File: config.mk
export PLATFORM = sky130hd
export DESIGN_NAME = pipeline_stage_ctrl_flat
export DESIGN_NICKNAME = d
export VERILOG_FILES = /design/src/rtl/pipeline_stage_ctrl_pkg.sv /design/src/rtl/pipeline_stage_ctrl_if.sv /design/src/rtl/pipeline_stage_ctrl_mem_access_fsm.sv /design/src/rtl/pipeline_stage_ctrl.sv /design/src/flat_wrapper.sv
export SDC_FILE = /design/constraint.sdc
export NUM_CORES = 1
export LEC_CHECK = 0
export BUFFER_PORTS_ARGS = -buffer_cell sky130_fd_sc_hd__clkbuf_2
export CAP_MARGIN = 15
export CORE_MARGIN = 2
export CORE_UTILIZATION = 53
export DETAILED_ROUTE_END_ITERATION = 10
export PLACE_DENSITY = 0.83
export RECOVER_POWER = 25
export SLEW_MARGIN = 40
export SYNTH_ARGS = -nofsm -noshare
export SYNTH_HDL_FRONTEND = slang
export SYNTH_HIERARCHICAL = 1
export SYNTH_SLANG_ARGS = --single-unit
File: constraint.sdc
create_clock -name clk -period 2.9 [get_ports clk]
set_input_delay 0 -clock clk [delete_from_list [all_inputs] [get_ports clk]]
set_output_delay 0 -clock clk [all_outputs]
set_load 0.02 [all_outputs]
File: src/rtl/pipeline_stage_ctrl_pkg.sv
// Shared encodings for the pipeline controller:
// memory status codes and MEM handshake states.
package pipeline_stage_ctrl_pkg;

  localparam logic [1:0] MEM_IDLE = 2'b00;
  localparam logic [1:0] MEM_BUSY = 2'b01;
  localparam logic [1:0] MEM_DONE = 2'b10;

  typedef enum logic [1:0] {
    ST_IDLE = 2'b00,
    ST_WAIT = 2'b01,
    ST_HOLD = 2'b10
  } mem_st_e;

endpackage

File: src/rtl/pipeline_stage_ctrl_if.sv
// Core-side bundle of the pipeline controller:
// per-stage status in, latch enables and PC/mem strobes out.
interface pipeline_stage_ctrl_if #(
  parameter int STAGE_NUM = 5,
  parameter int CNT_WIDTH = 32
) ();

  logic                 if_inst_valid;
  logic [STAGE_NUM-1:0] stage_busy;
  logic                 id_hazard;
  logic                 redirect_valid;
  logic                 mem_req;
  logic [1:0]           mem_vis_status;

  logic [STAGE_NUM-1:0] stage_valid;
  logic [STAGE_NUM-1:0] stage_fire;
  logic                 inst_fetch_enabled;
  logic                 pc_update_en;
  logic                 pc_redirect_en;
  logic                 mem_vis_enabled;
  logic [CNT_WIDTH-1:0] stall_cycle_cnt;

  modport master (
    input  if_inst_valid,
    input  stage_busy,
    input  id_hazard,
    input  redirect_valid,
    input  mem_req,
    input  mem_vis_status,
    output stage_valid,
    output stage_fire,
    output inst_fetch_enabled,
    output pc_update_en,
    output pc_redirect_en,
    output mem_vis_enabled,
    output stall_cycle_cnt
  );

  modport slave (
    output if_inst_valid,
    output stage_busy,
    output id_hazard,
    output redirect_valid,
    output mem_req,
    output mem_vis_status,
    input  stage_valid,
    input  stage_fire,
    input  inst_fetch_enabled,
    input  pc_update_en,
    input  pc_redirect_en,
    input  mem_vis_enabled,
    input  stall_cycle_cnt
  );

endinterface

File: src/rtl/pipeline_stage_ctrl_mem_access_fsm.sv
// MEM-stage access handshake: one request pulse,
// wait for done, park in HOLD while downstream is blocked.
module mem_access_fsm
  import pipeline_stage_ctrl_pkg::*;
(
  input  logic       clk,
  input  logic       rst,
  input  logic       rdy_in_i,
  input  logic       active_i,
  input  logic [1:0] status_i,
  input  logic       ds_stall_i,
  input  logic       fire_i,
  output logic       mem_hold_o,
  output logic       mem_vis_enabled_o
);

  mem_st_e state_q, state_d;

  always_ff @(posedge clk) begin
    if (rst) begin
      state_q <= ST_IDLE;
    end else if (rdy_in_i) begin
      state_q <= state_d;
    end
  end

  always_comb begin
    state_d = state_q;
    unique case (state_q)
      ST_IDLE: begin
        if (active_i) state_d = ST_WAIT;
      end
      ST_WAIT: begin
        if (status_i == MEM_DONE) begin
          if (fire_i && !ds_stall_i) state_d = ST_IDLE;
          else                       state_d = ST_HOLD;
        end
      end
      ST_HOLD: begin
        if (fire_i) state_d = ST_IDLE;
      end
      default: state_d = ST_IDLE;
    endcase
  end

  always_comb begin
    mem_hold_o        = 1'b0;
    mem_vis_enabled_o = 1'b0;
    unique case (state_q)
      ST_IDLE: begin
        mem_hold_o        = active_i;
        mem_vis_enabled_o = active_i & rdy_in_i;
      end
      ST_WAIT: begin
        // reserved status 2'b11 waits like busy
        unique case (status_i)
          MEM_DONE:           mem_hold_o = 1'b0;
          MEM_IDLE, MEM_BUSY: mem_hold_o = 1'b1;
          default:            mem_hold_o = 1'b1;
        endcase
      end
      ST_HOLD: mem_hold_o = 1'b0;
      default: mem_hold_o = 1'b0;
    endcase
  end

endmodule

File: src/rtl/pipeline_stage_ctrl.sv
// N-stage valid/stall/fire controller with load-use bubbles,
// branch flush and the MEM access handshake.
module pipeline_stage_ctrl
  import pipeline_stage_ctrl_pkg::*;
#(
  parameter int STAGE_NUM = 5,
  parameter int ID_STAGE  = 1,
  parameter int EXE_STAGE = 2,
  parameter int MEM_STAGE = 3,
  parameter int CNT_WIDTH = 32
) (
  input  logic clk,
  input  logic rst,
  input  logic rdy_in,
  pipeline_stage_ctrl_if.master bus
);

  logic [STAGE_NUM-1:1] valid_q, valid_d;
  logic [CNT_WIDTH-1:0] cnt_q, cnt_d;

  logic [STAGE_NUM-1:0] v;
  logic [STAGE_NUM:0]   chain;
  logic [STAGE_NUM-1:0] stall;
  logic [STAGE_NUM-1:0] fire;
  logic                 redir;
  logic                 mem_hold;
  logic                 mem_vis;
  logic                 mem_active;

  // the stall chain runs from WB toward IF
  always_comb begin
    v = '0;
    if (!rst) v = {valid_q, bus.if_inst_valid};
    chain = '0;
    for (int i = STAGE_NUM - 1; i >= 0; i--) begin
      chain[i] = v[i] & (bus.stage_busy[i] | chain[i+1]
               | ((i == MEM_STAGE) && mem_hold)
               | ((i == ID_STAGE) && bus.id_hazard));
    end
    stall = chain[STAGE_NUM-1:0];
    fire  = v & ~stall & {STAGE_NUM{rdy_in}};
  end

  assign mem_active = v[MEM_STAGE] & bus.mem_req;

  mem_access_fsm u_mem_fsm (
    .clk               (clk),
    .rst               (rst),
    .rdy_in_i          (rdy_in),
    .active_i          (mem_active),
    .status_i          (bus.mem_vis_status),
    .ds_stall_i        (chain[MEM_STAGE+1]),
    .fire_i            (fire[MEM_STAGE]),
    .mem_hold_o        (mem_hold),
    .mem_vis_enabled_o (mem_vis)
  );

  assign redir = bus.redirect_valid & fire[EXE_STAGE];

  // a flush beats any stall in the front stages
  always_comb begin
    valid_d = valid_q;
    for (int i = 1; i < STAGE_NUM; i++) begin
      if (redir && (i <= EXE_STAGE)) valid_d[i] = 1'b0;
      else if (stall[i])             valid_d[i] = valid_q[i];
      else                           valid_d[i] = fire[i-1];
    end
  end

  always_comb begin
    cnt_d = cnt_q;
    if (stall[0]) cnt_d = cnt_q + CNT_WIDTH'(1);
  end

  always_ff @(posedge clk) begin
    if (rst) begin
      valid_q <= '0;
      cnt_q   <= '0;
    end else if (rdy_in) begin
      valid_q <= valid_d;
      cnt_q   <= cnt_d;
    end
  end

  assign bus.stage_valid        = v;
  assign bus.stage_fire         = fire;
  assign bus.pc_redirect_en     = redir;
  assign bus.pc_update_en       = fire[0] & ~redir;
  assign bus.inst_fetch_enabled = rdy_in & ~rst & ~stall[1];
  assign bus.mem_vis_enabled    = mem_vis;
  assign bus.stall_cycle_cnt    = rst ? '0 : cnt_q;

endmodule

File: src/flat_wrapper.sv
// flat-port wrapper written by rule: the top's interface ports become plain ports
module pipeline_stage_ctrl_flat import pipeline_stage_ctrl_pkg::*;
#(
  parameter int STAGE_NUM = 5,
  parameter int ID_STAGE  = 1,
  parameter int EXE_STAGE = 2,
  parameter int MEM_STAGE = 3,
  parameter int CNT_WIDTH = 32
)
  (clk, rst, rdy_in, bus_if_inst_valid, bus_stage_busy, bus_id_hazard, bus_redirect_valid, bus_mem_req, bus_mem_vis_status, bus_stage_valid, bus_stage_fire, bus_inst_fetch_enabled, bus_pc_update_en, bus_pc_redirect_en, bus_mem_vis_enabled, bus_stall_cycle_cnt);
  pipeline_stage_ctrl_if #(.STAGE_NUM(STAGE_NUM), .CNT_WIDTH(CNT_WIDTH)) bus_i ();
  input  logic clk;
  input  logic rst;
  input  logic rdy_in;
  input wire logic [$bits(bus_i.if_inst_valid)-1:0] bus_if_inst_valid;
  input wire logic [$bits(bus_i.stage_busy)-1:0] bus_stage_busy;
  input wire logic [$bits(bus_i.id_hazard)-1:0] bus_id_hazard;
  input wire logic [$bits(bus_i.redirect_valid)-1:0] bus_redirect_valid;
  input wire logic [$bits(bus_i.mem_req)-1:0] bus_mem_req;
  input wire logic [$bits(bus_i.mem_vis_status)-1:0] bus_mem_vis_status;
  output wire logic [$bits(bus_i.stage_valid)-1:0] bus_stage_valid;
  output wire logic [$bits(bus_i.stage_fire)-1:0] bus_stage_fire;
  output wire logic [$bits(bus_i.inst_fetch_enabled)-1:0] bus_inst_fetch_enabled;
  output wire logic [$bits(bus_i.pc_update_en)-1:0] bus_pc_update_en;
  output wire logic [$bits(bus_i.pc_redirect_en)-1:0] bus_pc_redirect_en;
  output wire logic [$bits(bus_i.mem_vis_enabled)-1:0] bus_mem_vis_enabled;
  output wire logic [$bits(bus_i.stall_cycle_cnt)-1:0] bus_stall_cycle_cnt;
  assign bus_i.if_inst_valid = bus_if_inst_valid;
  assign bus_i.stage_busy = bus_stage_busy;
  assign bus_i.id_hazard = bus_id_hazard;
  assign bus_i.redirect_valid = bus_redirect_valid;
  assign bus_i.mem_req = bus_mem_req;
  assign bus_i.mem_vis_status = bus_mem_vis_status;
  assign bus_stage_valid = bus_i.stage_valid;
  assign bus_stage_fire = bus_i.stage_fire;
  assign bus_inst_fetch_enabled = bus_i.inst_fetch_enabled;
  assign bus_pc_update_en = bus_i.pc_update_en;
  assign bus_pc_redirect_en = bus_i.pc_redirect_en;
  assign bus_mem_vis_enabled = bus_i.mem_vis_enabled;
  assign bus_stall_cycle_cnt = bus_i.stall_cycle_cnt;
  pipeline_stage_ctrl #(.STAGE_NUM(STAGE_NUM), .ID_STAGE(ID_STAGE), .EXE_STAGE(EXE_STAGE), .MEM_STAGE(MEM_STAGE), .CNT_WIDTH(CNT_WIDTH)) u_core (.clk(clk), .rst(rst), .rdy_in(rdy_in), .bus(bus_i));
endmodule
# Yosys cells after proc, flatten, opt, wreduce, memory -nomap -nowiden

Index checks and enable logic that the tools add are counted.

Memory bits (read-only): 0
Memories: 0
Latch bits: 0
Bits in writable memories: 0
Input port bits: 14
Register bits: 38

Reductions and logical operators: 9
Equality and inequality tests: 8
Multiplexer cells: 14
Div/mod/pow operators: 0
Multiply operators: 0
$add $sub $neg: 1
Magnitude comparators: 0
Bitwise gates (word level): 25
Shift-type cells: 0

Operator list:

| cell                                                 | count |
|---|---|
| adder 32 x 1 -> 32 bit (second input constant)       | 1 |
| two-way mux 32 bit                                   | 1 |
| AND 1 bit                                            | 11 |
| AND 5 bit                                            | 2 |
| != test 2 bit (second input constant)                | 5 |
| AND reduction 2 bit                                  | 5 |
| two-way mux 2 bit                                    | 4 |
| two-way mux 1 bit                                    | 6 |
| bitwise OR 1 bit                                     | 6 |
| case mux 2 bit (3 select lines)                      | 1 |
| two-way mux 5 bit                                    | 1 |
| inverter 1 bit                                       | 5 |
| inverter 5 bit                                       | 1 |
| equality test 2 bit (second input constant)          | 2 |
| AND reduction 4 bit                                  | 1 |
| equality test 2 x 1 -> 1 bit (second input constant) | 1 |
| logical NOT 2 bit                                    | 1 |
| case mux 1 bit (2 select lines)                      | 1 |
| logical AND 1 bit                                    | 1 |
| logical NOT 1 bit                                    | 1 |

# Longest topological paths before layout

Depth in word-level cells: 19
Depth in mapped cells: 12
Depth with buffers taken out: 10

# By module

The synthesis kept the hierarchy.

By module, submodules not included:

| module              | area an instance (µm²) | times used | cells each |
|---|---|---|---|
| pipeline_stage_ctrl | 2123.3                 | 1          | 259 |
| mem_access_fsm      | 131.4                  | 1          | 15 |

# Worst setup path before layout

Ideal clock, no wire load.

Path kind: register to output
Start point: register u_core/valid_q[3] (netlist bit)
End point: output bus_pc_update_en
Arrival: 2.491 ns
Path buffers: 0
Slack: 0.409 ns
Cell stages (with the launch flop): 10
Cells stage by stage: dfxtp_1 nor2b_2 and2_1 mux2i_1 nor2_1 a211o_1 a21oi_1 and3_1 and2_1 nor4_1

Elaborated cells between the ends (all ways): 18
Those cells by class: 2 x mux; 16 x bitwise

RTL lines:

| what                            | RTL line                                 | source |
|---|---|---|
| start, declared                 | pipeline_stage_ctrl.sv:18                | `logic [STAGE_NUM-1:1] valid_q, valid_d;` |
| start signal, assigned          | pipeline_stage_ctrl.sv:80                | `valid_q <= valid_d;` |
| two-way mux 5 bit               | pipeline_stage_ctrl.sv:33                | `if (!rst) v = {valid_q, bus.if_inst_valid};` |
| via bus_stage_valid[3]          | flat_wrapper.sv:21                       | `output wire logic [$bits(bus_i.stage_valid)-1:0] bus_stage_valid;` |
| AND 1 bit                       | pipeline_stage_ctrl.sv:44                | `assign mem_active = v[MEM_STAGE] & bus.mem_req;` |
| via u_core.mem_active           | pipeline_stage_ctrl.sv:28                | `logic mem_active;` |
| case mux 1 bit (2 select lines) | pipeline_stage_ctrl_mem_access_fsm.sv:49 | `unique case (state_q)` |
| via u_core.mem_hold             | pipeline_stage_ctrl.sv:26                | `logic mem_hold;` |
| bitwise OR 1 bit                | pipeline_stage_ctrl.sv:37                | `\| ((i == MEM_STAGE) && mem_hold)` |
| AND 1 bit                       | pipeline_stage_ctrl.sv:36                | `chain[i] = v[i] & (bus.stage_busy[i] \| chain[i+1]` |
| bitwise OR 1 bit                | pipeline_stage_ctrl.sv:36                |  |
| AND 1 bit                       | pipeline_stage_ctrl.sv:36                |  |
| inverter 5 bit                  | pipeline_stage_ctrl.sv:41                | `fire = v & ~stall & {STAGE_NUM{rdy_in}};` |
| AND 5 bit (2 in series)         | pipeline_stage_ctrl.sv:41                |  |
| via bus_stage_fire[2]           | flat_wrapper.sv:22                       | `output wire logic [$bits(bus_i.stage_fire)-1:0] bus_stage_fire;` |
| AND 1 bit                       | pipeline_stage_ctrl.sv:58                | `assign redir = bus.redirect_valid & fire[EXE_STAGE];` |
| via bus_pc_redirect_en          | flat_wrapper.sv:25                       | `output wire logic [$bits(bus_i.pc_redirect_en)-1:0] bus_pc_redirect_en;` |
| inverter 1 bit                  | pipeline_stage_ctrl.sv:88                | `assign bus.pc_update_en = fire[0] & ~redir;` |
| AND 1 bit                       | pipeline_stage_ctrl.sv:88                |  |
| end, declared                   | flat_wrapper.sv:24                       | `output wire logic [$bits(bus_i.pc_update_en)-1:0] bus_pc_update_en;` |

The timed path passes the listed nets, and every way through them passes these cells.

# Final worst setup path

Start point: register u_core/valid_q[3] (netlist bit)
End point: output bus_pc_update_en

Cells in the longest elaborated chain, start to end: 16
Elaborated cells between the ends (all ways): 18
Those cells by class: 2 x mux; 16 x bitwise

Ends and longest elaborated chain:

| what                              | RTL line                                 | source |
|---|---|---|
| two-way mux 5 bit *               | pipeline_stage_ctrl.sv:33                |  |
| AND 1 bit *                       | pipeline_stage_ctrl.sv:44                |  |
| via u_core.mem_active             | pipeline_stage_ctrl.sv:28                |  |
| case mux 1 bit (2 select lines) * | pipeline_stage_ctrl_mem_access_fsm.sv:49 |  |
| via u_core.mem_hold               | pipeline_stage_ctrl.sv:26                |  |
| bitwise OR 1 bit *                | pipeline_stage_ctrl.sv:37                |  |
| AND 1 bit *                       | pipeline_stage_ctrl.sv:36                |  |
| bitwise OR 1 bit *                | pipeline_stage_ctrl.sv:36                |  |
| AND 1 bit *                       | pipeline_stage_ctrl.sv:36                |  |
| bitwise OR 1 bit                  | pipeline_stage_ctrl.sv:36                |  |
| bitwise OR 1 bit                  | pipeline_stage_ctrl.sv:38                | `\| ((i == ID_STAGE) && bus.id_hazard));` |
| AND 1 bit                         | pipeline_stage_ctrl.sv:36                |  |
| bitwise OR 1 bit                  | pipeline_stage_ctrl.sv:36                |  |
| AND 1 bit                         | pipeline_stage_ctrl.sv:36                |  |
| inverter 5 bit *                  | pipeline_stage_ctrl.sv:41                |  |
| AND 5 bit * (2 in series)         | pipeline_stage_ctrl.sv:41                |  |
| AND 1 bit *                       | pipeline_stage_ctrl.sv:88                |  |

The timed path passes the listed nets; every way through them passes the cells marked *.

==> results.md <==
* CP Cell Sequence: nor2b_2, and2_1, mux2i_1, nor2_1, a211o_1, a21oi_1, and3_1, and2_1, nor4_1, clkbuf_2
* Synth-to-layout area growth at 20.0%
* Filler Cells Inserted at 384
* Synth top cells by count: dfxtp_1 (38), nor2_1 (32), nor2b_1 (30)
* Routed wire length at around 5000 um
* Part of the power in registers at 45.8%
* Clock share of power at between 40% and 50%
* Max Transition Viols Final at 0
* GR Overflow Total at 0
* Share of cells above drive strength 1 at approximately a fifth
* Worst skew pair latency at 300 ps
* Die Area at approximately 4800 um2
* Clock tree buffer depth at 2
* Run status: completed
* Worst hold path class: in -> reg
* GRT Util Overall at 20.9%
* Crit path capture type: output pin
* WS Path Type: reg -> out
* Core area at approximately 4100 um2
* Post-CTS setup repair buffer count at 0
* RSZ-0062 raised after global routing: no
* Worst rel slew slack at ~63%
* Clock H-tree levels at 2
* Yosys warning total at 6
* VDD IR max at between 300 and 400 uV
* Area contributors post-synth: dfxtp_1 (34%), nor2b_1 (8.3%), nor2_1 (5.3%)
* DR WL/cell at ~13 um
* Final number of setup-violating endpoints at 0
* Slew @ Worst Pin at ~550 ps
* Static Leak at around 0.0010 uW
* #FFs+latches synth at 38
* CTS tree: built
* DRC errors left at 0
* Most used DFF post-synth: dfxtp_1
* Max_cap viols at 0
* Fin Hold WS at roughly 27 ps
* Slowest cell delay on critical path at about 320 ps
* Final min period at between 2000 and 2500 ps
* Sw frac at about a fifth
* Setup Skew at about 7.5 ps
* Row cnt at 23
* Max stage delay cell, worst path: dfxtp_1
* Setup TNS Final at 0 ps
* Initial Util at 55.6%
* Sequential share of the synthesized area at between 30% and 40%
* HPWL Detailed at 3520 um
* Die Y at 69.2 um
* CTS Sinks at 38
* Fmax at slightly above 400 MHz
* Final nets at between 300 and 400
* Die W at 69.2 um
* Top cell type's share of synthesized area at around 34%
* DRT Pass-1 Iters at 4
* Startpoint types: flop
* GPL Wtd Cong at roughly 0.86
* Num CTS Buffers at 5
* Number of port buffers at 59
* Net count after synthesis at 289
* Post-Syn Area at ~2300 um2
* EDFF count, synth at 0
* Worst EP required at 2900 ps
* Cell taking the most area after synthesis: dfxtp_1
* Syn Area/Cell at 8.23 um2
* First-pass GRT wire length at ~8300 um
* Power Dens Cells at around 420 nW/um2
* Internal power at a little over 900 uW
* Largest fanout on the critical path at 6
* Sw Pwr at 233 uW
* Most frequent cell after synthesis: dfxtp_1
* Largest net degree at the start of global routing at between 40 and 50
* Vias per inst at ~5.6
* # IOs at 60
* Diode count at 0
* Fin. Hold Viols at 0
* Via count at 2128
* Root Driver: clkbuf_8
* Synth async-reset ratio at 0%
* Post-route clock period utilization at between 80% and 90%
* Post-route ant nets at 0
* CTS clock-pin slew for the worst setup and hold paths at about 70 ps
* Crit path arrival time at between 2000 and 2500 ps
* Vias in the first global route at between 1500 and 2000
* Most frequent CP cell: and2_1
* Cell variety after synth at 52
* Iter 0 DRT Violations at approximately 120
* Initial antenna violation count at 0
* Power Total at roughly 1100 uW
* Post-route insts no fill at 383
* Mapped Cells at ~270
* Combinational share of power at between 5 and 6%
* Placed instance count at around 370
-- cells by family (layout without fill, tap and decap cells) --
| family | count (synthesis) | in the layout | share of synthesized area, % |
|---|---|---|---|
| multiplexers | 3 | 3 | 1.39 |
| adder cells (fa/ha/maj) | 1 | 1 | 0.555 |
| buffers and inverters | 23 | 82 | 4.83 |
| XOR/XNOR | 13 | 13 | 5.05 |
| AO/OA/AOI/OAI | 65 | 65 | 18.4 |
| flip-flops | 38 | 38 | 33.7 |
| AND/OR/NAND/NOR | 131 | 131 | 36.1 |
-- sequential cells by signal, indices dropped and copies added (netlist names) --
| name | count |
|---|---|
| u_core/cnt_q | 32 |
| u_core/u_mem_fsm/state_q | 2 |
| u_core/valid_q | 4 |
-- final timing paths --
path / start / end / slack, ps / cells past startpoint
max reg2reg: u_core/valid_q[3] / u_core/cnt_q[29] / 500 / 9
min: rst / u_core/valid_q[3] / 30 / 4
min reg2reg: u_core/cnt_q[19] / u_core/cnt_q[19] / 490 / 2
max: u_core/valid_q[3] / bus_pc_update_en / 480 / 10
-- power by group through the flow --
stage | Combinational (uW) | Clock [uW] | Sequential (uW)
floorplan | 36.8 | 0 | 536
global placement | 57.6 | 0 | 536
detailed placement | 58.6 | 0 | 536
CTS | 61.1 | 572 | 524
global route | 66.4 | 603 | 524
finish | 60.9 | 559 | 524
-- critical path, delay by kind of cell, from the launching register on --
kind	cells	cell delay (ps)
flip-flops	1	320
multiplexers	1	70
AND/OR/NAND/NOR	6	1250
AO/OA/AOI/OAI	2	250
buffers and inverters	1	230
-- per-layer routing --
layer / vias up / global-route usage (%) / wire [um]
li1: 1091 / - / -
met1: 960 / 26.6 / 2210
met2: 69 / 34.0 / 2280
met3: 8 / 6.40 / 365
met4: 0 / 6.75 / 59
met5: - / 0 / 0
-- layout by cell type, fill, tap and decap left out, types with 2 or more instances in the layout --
cell type and count:
clkbuf_2 41, dfxtp_1 38, nor2_1 32, nor2b_1 30, a21oi_1 23, clkbuf_1 18
o21ai_0 15, or3_1 14, nand2_1 12, xor2_1 12, inv_1 9, nand3_1 7
clkbuf_8 6, o211ai_1 6, nand4_1 5, o2111ai_1 5, and3_1 4, and2_1 3
nor3_1 3, o31ai_1 3, or4_1 3, o21ai_1 3, buf_4 3, bufinv_16 2
dlygate4sd3_1 2, o21a_1 2, nor3_4 2, nor4b_2 2, mux2i_1 2, nand2b_1 2
-- layout make-up --
class	instances	area [um2]	area share (%)
multi-input combinational	213	1390	51.2
sequential	38	761	28.1
timing repair buffer	64	315	11.7
clock buffer	6	82.6	3.05
tap	50	62.6	2.31
clock inverter	2	60.1	2.22
inverter	10	37.5	1.39
-- stage by stage --
stage	instance area [um2]	util (%)	worst slack, ps
6_report	2710	66.7	484
5_1_grt	2710	66.7	213
4_1_cts	2730	67.2	289
3_5_place_dp	2560	63.2	320
3_3_place_gp	2560	63.2	423
2_1_floorplan	2250	-	409
-- what timing repair did --
| action | 4_1_cts | 5_1_grt |
|---|---|---|
| endpoints found under the setup margin | 0 | 1 |
| endpoints found under the hold margin | 3 | 0 |
| gates resized for setup | 0 | 1 |
| hold buffers | 2 | 0 |
(Power assumes the default switching activity.)
